## config.mk

```make
export PLATFORM = sky130hd
export DESIGN_NAME = pmod_keypad_scan
export DESIGN_NICKNAME = d
export VERILOG_FILES = /design/src/rtl/pmod_pkg.sv /design/src/rtl/pmod_sync2.sv /design/src/rtl/pmod_keypad_scan.sv
export SDC_FILE = /design/constraint.sdc
export NUM_CORES = 1
export LEC_CHECK = 0
export ABC_AREA = 1
export BUFFER_PORTS_ARGS = -buffer_cell sky130_fd_sc_hd__buf_4
export CORE_AREA = 2 2 138 73
export DETAILED_ROUTE_END_ITERATION = 10
export DIE_AREA = 0 0 140 75
export PLACE_DENSITY = 0.83
export SYNTH_ARGS = -nofsm -noshare
export SYNTH_HDL_FRONTEND = slang
export SYNTH_SLANG_ARGS = --single-unit
```

## constraint.sdc

```tcl
create_clock -name clk -period 3.95 [get_ports clk]
set_input_delay 0.1975 -clock clk [delete_from_list [all_inputs] [get_ports clk]]
set_output_delay 0.1975 -clock clk [all_outputs]
set_load 0.1 [all_outputs]
```

## src/rtl/pmod_pkg.sv

```systemverilog
// Shared PMOD definitions: keypad geometry, key FSM states and key-image helpers.
// Combinational helpers only; no timing or flow control of their own.
package pmod_pkg;

    localparam int PMOD_ROWS         = 4;
    localparam int PMOD_COLS         = 4;
    localparam int PMOD_KEYS         = PMOD_ROWS * PMOD_COLS;
    localparam int KEY_W             = 4;
    localparam int KEY_CNT_W         = $clog2(PMOD_KEYS + 1);
    localparam int PMOD_DEFAULT_FREQ = 50_000_000;

    typedef enum logic [1:0] {
        IDLE,
        PRESSED,
        MULTI
    } key_state_e;

    function automatic logic [KEY_CNT_W-1:0] key_count(input logic [PMOD_KEYS-1:0] img);
        logic [KEY_CNT_W-1:0] cnt;
        cnt = '0;
        for (int i = 0; i < PMOD_KEYS; i++) begin
            cnt = cnt + KEY_CNT_W'(img[i]);
        end
        return cnt;
    endfunction

    // Lowest set bit; only meaningful when exactly one key is down.
    function automatic logic [KEY_W-1:0] key_index(input logic [PMOD_KEYS-1:0] img);
        logic [KEY_W-1:0] idx;
        idx = '0;
        for (int i = PMOD_KEYS - 1; i >= 0; i--) begin
            if (img[i]) begin
                idx = KEY_W'(i);
            end
        end
        return idx;
    endfunction

endpackage

```

## src/rtl/pmod_sync2.sv

```systemverilog
// Two-flop synchroniser for asynchronous active-low inputs; 2-cycle latency, no backpressure.
// Resets to all-ones so a released (pulled-up) line reads inactive.
module pmod_sync2 #(
    parameter int WIDTH = 1
) (
    input  logic             clk,
    input  logic             rst_n,
    input  logic [WIDTH-1:0] d,
    output logic [WIDTH-1:0] q
);

    logic [WIDTH-1:0] meta_q;
    logic [WIDTH-1:0] sync_q;

    always_ff @(posedge clk or negedge rst_n) begin
        if (!rst_n) begin
            meta_q <= '1;
            sync_q <= '1;
        end else begin
            meta_q <= d;
            sync_q <= meta_q;
        end
    end

    assign q = sync_q;

endmodule

```

## src/rtl/pmod_keypad_scan.sv

```systemverilog
// 4x4 keypad scanner: column drive, sweep-image debounce, single-key press FSM.
// key_valid lands 2 cycles after the accepting sweep ends; no backpressure, strobe is fire-and-forget.
module pmod_keypad_scan
    import pmod_pkg::*;
#(
    parameter int frequency       = PMOD_DEFAULT_FREQ,
    parameter int scan_us         = 250,
    parameter int debounce_sweeps = 20
) (
    input  logic                 clk,
    input  logic                 rst_n,
    output logic [PMOD_COLS-1:0] col_n,
    input  logic [PMOD_ROWS-1:0] row_n,
    output logic [KEY_W-1:0]     key_code,
    output logic                 key_valid,
    output logic                 key_held
);

    localparam int COL_TICKS = frequency / 1_000_000 * scan_us;
    localparam int TW        = $clog2(COL_TICKS);
    localparam int MW        = $clog2(debounce_sweeps);
    localparam int CW        = $clog2(PMOD_COLS);

    localparam logic [TW-1:0] TICK_LAST = TW'(COL_TICKS - 1);
    localparam logic [MW-1:0] MATCH_MAX = MW'(debounce_sweeps - 1);
    localparam logic [CW-1:0] COL_LAST  = CW'(PMOD_COLS - 1);

    logic [PMOD_ROWS-1:0] row_sync;

    logic [TW-1:0]        tick_q, tick_d;
    logic [CW-1:0]        col_q, col_d;
    logic [PMOD_KEYS-1:0] img_q, img_d, img_full;
    logic [PMOD_KEYS-1:0] prev_q, prev_d;
    logic [PMOD_KEYS-1:0] stable_q, stable_d;
    logic [MW-1:0]        match_q, match_d;
    logic                 chg_q, chg_d;
    key_state_e           state_q, state_d;
    logic [KEY_W-1:0]     key_code_q, key_code_d;
    logic                 key_valid_q, key_valid_d;
    logic                 key_held_q, key_held_d;
    logic [KEY_CNT_W-1:0] n_keys;

    pmod_sync2 #(.WIDTH(PMOD_ROWS)) u_row_sync (
        .clk   (clk),
        .rst_n (rst_n),
        .d     (row_n),
        .q     (row_sync)
    );

    // Image with the current column's row samples merged in.
    always_comb begin
        img_full = img_q;
        for (int r = 0; r < PMOD_ROWS; r++) begin
            img_full[r * PMOD_COLS + int'(col_q)] = ~row_sync[r];
        end
    end

    always_comb begin
        tick_d   = tick_q + TW'(1);
        col_d    = col_q;
        img_d    = img_q;
        prev_d   = prev_q;
        stable_d = stable_q;
        match_d  = match_q;
        chg_d    = 1'b0;
        if (tick_q == TICK_LAST) begin
            tick_d = '0;
            col_d  = col_q + CW'(1);
            img_d  = img_full;
            if (col_q == COL_LAST) begin
                if (img_full == prev_q) begin
                    match_d = (match_q == MATCH_MAX) ? match_q : match_q + MW'(1);
                end else begin
                    match_d = '0;
                end
                prev_d = img_full;
                if (match_d == MATCH_MAX && img_full != stable_q) begin
                    stable_d = img_full;
                    chg_d    = 1'b1;
                end
            end
        end
    end

    assign n_keys = key_count(stable_q);

    // A press is only reported when the accepted image moves from empty to exactly one key.
    always_comb begin
        state_d     = state_q;
        key_code_d  = key_code_q;
        key_valid_d = 1'b0;
        key_held_d  = key_held_q;
        if (chg_q) begin
            case (state_q)
                IDLE: begin
                    if (n_keys == KEY_CNT_W'(1)) begin
                        state_d     = PRESSED;
                        key_code_d  = key_index(stable_q);
                        key_valid_d = 1'b1;
                        key_held_d  = 1'b1;
                    end else if (n_keys != '0) begin
                        state_d = MULTI;
                    end
                end
                PRESSED: begin
                    key_held_d = 1'b0;
                    state_d    = (n_keys == '0) ? IDLE : MULTI;
                end
                MULTI: begin
                    if (n_keys == '0) begin
                        state_d = IDLE;
                    end
                end
                default: state_d = IDLE;
            endcase
        end
    end

    always_ff @(posedge clk or negedge rst_n) begin
        if (!rst_n) begin
            tick_q      <= '0;
            col_q       <= '0;
            img_q       <= '0;
            prev_q      <= '0;
            stable_q    <= '0;
            match_q     <= '0;
            chg_q       <= 1'b0;
            state_q     <= IDLE;
            key_code_q  <= '0;
            key_valid_q <= 1'b0;
            key_held_q  <= 1'b0;
        end else begin
            tick_q      <= tick_d;
            col_q       <= col_d;
            img_q       <= img_d;
            prev_q      <= prev_d;
            stable_q    <= stable_d;
            match_q     <= match_d;
            chg_q       <= chg_d;
            state_q     <= state_d;
            key_code_q  <= key_code_d;
            key_valid_q <= key_valid_d;
            key_held_q  <= key_held_d;
        end
    end

    assign col_n     = ~(PMOD_COLS'(1) << col_q);
    assign key_code  = key_code_q;
    assign key_valid = key_valid_q;
    assign key_held  = key_held_q;

endmodule

```

==> flow_summary_export.csv <==
group,metric,value,unit
detailed_routing,drc,1,
pwr,sw_frac_of_total,23.6,%
timing,fin_crit_sh,110,%
floorplanning,row_count,25,
clock_network,cts_tree,"done",
clock_network,htreeDepth,3,
detailed_routing,num_vias,4819,
pwr,fin_total_pwr,1.74,mW
critical_path,worstPathRequired,4180,ps
floorplanning,start_util,55.7,%
pwr,ir_drop,0.205,mV
finish,final_util,63.9,%
pwr,p_clk_share,46.0,%
place,placed_area,5470,sq um
global_route,grt_pass1_vias,4555,
timing,min_period,4360,ps
synth,seq_area_frac_synth,42.1,%
pwr,netSwitchingPower,0.412,mW
synth,yosysWarningCount,0,
floorplanning,core_area,9230,sq um
global_route,grt_max_degree,87,
finish,fin_nets,760,
timing,finalHoldViolCount,0,
critical_path,arrival,4590,ps
run_status,outcome,"finished with violations",
synth,yosysUniqueCellTypes,38,
synth,ys_seq_elements,86,
finish,antennaDiodeCount,0,
clock_network,worstSkewPairLatency,350,ps
place,place_ws,-383,ps
hold_path,hp-class,"input pin to async pin",
finish,areaGrowthSynthToFinish,14.8,%
place,dp_hpwl,9480,um
detailed_routing,viasPerCell,5.61,
place,gp_congestion,0.900,
critical_path,crit_top_cell,"fa_1",
finish,final_common_cell,"nand2_1",
synth,netlist_area,5140,sq um
critical_path,crit_chain,"fa_1 > inv_2 > fa_1 > inv_1 > fa_1 > inv_2 > fa_1 > inv_2 > ha_4 > fa_2 > buf_4 > xnor2_2 > nand4_1 > nand2_1 > nand2_1 > nor2_1 > nor2_1 > nand2_1 > o21ai_0",
clock_network,cts_buffers,9,
pwr,p_per_area,295,nW/um^2
synth,synth.net_count,722,
global_route,grt_overflow_total,0,
timing,setup_slack,-411,ps
detailed_routing,wl_per_cell,15.5,um
global_route,grt_pass1_wl,21900,um
floorplanning,die_area,10500,sq um
global_route,grt_util_all_layers,27.2,%
place,placedCellCount,835,
global_route,antenna_found_initial,0,
critical_path,slowest_stage,"fa_1",
synth,synth_cells,695,
run_status,violations,"design-rule violations, negative setup slack",
critical_path,cpPeakStageDelay,560,ps
detailed_routing,drt-pass1-iter-count,11,
clock_network,ctsLongestPathBuffers,2,
timing,rsz0062_at_grt,"yes",
critical_path,worstSetupEndpointType,"flop",
floorplanning,design.portCount,16,
synth,synth.avg_cell_area,7.39,sq um
clock_network,clockRootBuffer,"clkbuf_16",
pwr,power.internal,1.33,mW
detailed_routing,wl,13300,um
pwr,pwr-share-seq,51.2,%
timing,clock_skew,6.77,ps
floorplanning,die_h,75,um
timing,worstMarginPinSlew,1080,ps
finish,layout_common_cells,"252 x nand2_1, 97 x inv_1, 78 x dfrtp_1",
timing,setup_viol,8,
place,portBuffers,15,
detailed_routing,postRouteAntennaNets,0,
flow_run,cap_violations,0,
timing,fmax,229,MHz
clock_network,cts_sinks,86,
critical_path,cp-start-kind,"flop",
pwr,p_comb_share,2.8,%
detailed_routing,drt_iter0_drc,541,
pwr,leakagePower,3.12,nW
finish,drive_above_1_share,14.5,%
critical_path,worstSetupPathType,"flop to flop",
finish,final_area,5900,sq um
clock_network,path_clk_slew,60,ps
timing,max_slew_margin,28.2,%
finish,fillers,736,
finish,final_cells,859,
timing,slew_violations,0,
critical_path,cp_max_fo,2,
floorplanning,fp.dieW,140,um
-- registers in the layout, indices dropped and copies added, names as in the netlist --
register and cells:
img_q 16, prev_q 16, stable_q 16, tick_q 14, match_q 5, key_code 4, u_row_sync.meta_q 4, u_row_sync.q 4
col_q 2, state_q 2, chg_q 1, key_held 1, key_valid 1
-- synthesized netlist by cell type --
cell      number  share of area, %
o22ai_1        1              0.12
nand2_2        2              0.24
ha_1          11               2.7
or2_1          1              0.12
o21ai_0       44               4.3
o211ai_4       1              0.41
inv_1        102               7.5
nand3b_1       2              0.29
nor2_4         2              0.44
fa_1          10               3.9
dfstp_2        8               4.1
nand3_2        1              0.19
nand2_1      253                18
o21ai_2        8               1.4
nor3_1         2              0.19
nand4_1       25               3.0
o21bai_1       1              0.15
xnor2_1        2              0.34
inv_2          6              0.44
mux2_2         1              0.22
clkbuf_1       7              0.51
a21oi_1       10              0.97
nand3_4        1              0.34
nor2_1        46               3.4
dfrtp_1       78                38
or2_2          5              0.61
nor4_1         4              0.49
and3_1         1              0.12
nand3_1       34               3.3
o31ai_1        3              0.44
o21ai_1        3              0.29
o211ai_1       1              0.15
buf_4          4              0.58
nor3b_1        3              0.44
nor2_2         3              0.37
or2_0          1              0.12
xor2_1         6               1.0
buf_6          2              0.44
-- critical path, delay by kind of cell, from the launching register on --
kind / cells / cell delay [ps]
AO/OA/AOI/OAI: 1 / 70
XOR/XNOR: 1 / 200
adder cells (fa/ha/maj): 6 / 2610
buffers and inverters: 5 / 370
flip-flops: 1 / 400
AND/OR/NAND/NOR: 6 / 620
-- worst paths after layout --
check                             endpoint                 start  cells after the start  slack, ps
min                               img_q[2]                 rst_n                      1         40
min reg2reg                u_row_sync.q[1]  u_row_sync.meta_q[1]                      0        360
max                             state_q[1]          stable_q[13]                     19       -410
min in group clk           u_row_sync.q[1]  u_row_sync.meta_q[1]                      0        360
max reg2reg                     state_q[1]          stable_q[13]                     19       -410
max in group asynchronous      key_code[2]                 rst_n                      1       3210
-- area by class of cell --
| class | count | area [sq um] | area share (%) |
|---|---|---|---|
| clock inverters | 6 | 45.0 | 0.763 |
| repair buffers | 39 | 307 | 5.20 |
| multi-input cells | 489 | 2600 | 44.1 |
| clock buffers | 10 | 229 | 3.88 |
| inverters | 108 | 405 | 6.87 |
| well taps | 121 | 151 | 2.57 |
| flip-flops and latches | 86 | 2160 | 36.6 |
-- through the flow --
| stage | TNS [ps] | hold slack [ps] |
|---|---|---|
| 2_1_floorplan | -374 | -98.1 |
| 3_3_place_gp | -954 | 306 |
| 3_5_place_dp | -2410 | 307 |
| 4_1_cts | -1520 | 96.3 |
| 5_1_grt | -3060 | 133 |
| 6_report | -2610 | 39.9 |
-- power by group through the flow --
stage                     clock, mW  combinational [mW]  sequential (mW)
final                         0.802              0.0485            0.892
after global routing          0.853              0.0557            0.892
after detailed placement          0              0.0457            0.908
after CTS                     0.810              0.0493            0.892
after global placement            0              0.0446            0.908
after floorplan                   0              0.0185            0.907
-- repair_timing --
action / in CTS / in global routing
hold buffers: 4 / 0
cloned: 1 / 0
endpoints found under the setup margin: 8 / 8
resized for setup: 12 / 9
endpoints found under the hold margin: 4 / 0
buffers inserted: 1 / 2
pin swaps: 8 / 5
-- cell families after synthesis --
| kind of cell | share of synthesized area, % |
|---|---|
| buffers and inverters | 9.42 |
| multiplexers | 0.219 |
| XOR/XNOR | 1.36 |
| AO/OA/AOI/OAI | 8.18 |
| flip-flops | 42.1 |
| adder cells (fa/ha/maj) | 6.57 |
| AND/OR/NAND/NOR | 32.2 |
-- per-layer routing --
layer  share of wire, %  vias to the layer above  track usage [%]
met5                  0                        -                0
met4                2.2                        0             9.88
met3                 11                       49             8.46
met2                 44                      259             43.5
met1                 43                     2251             35.9
li1                   -                     2260                -
(Power assumes the default switching activity.)
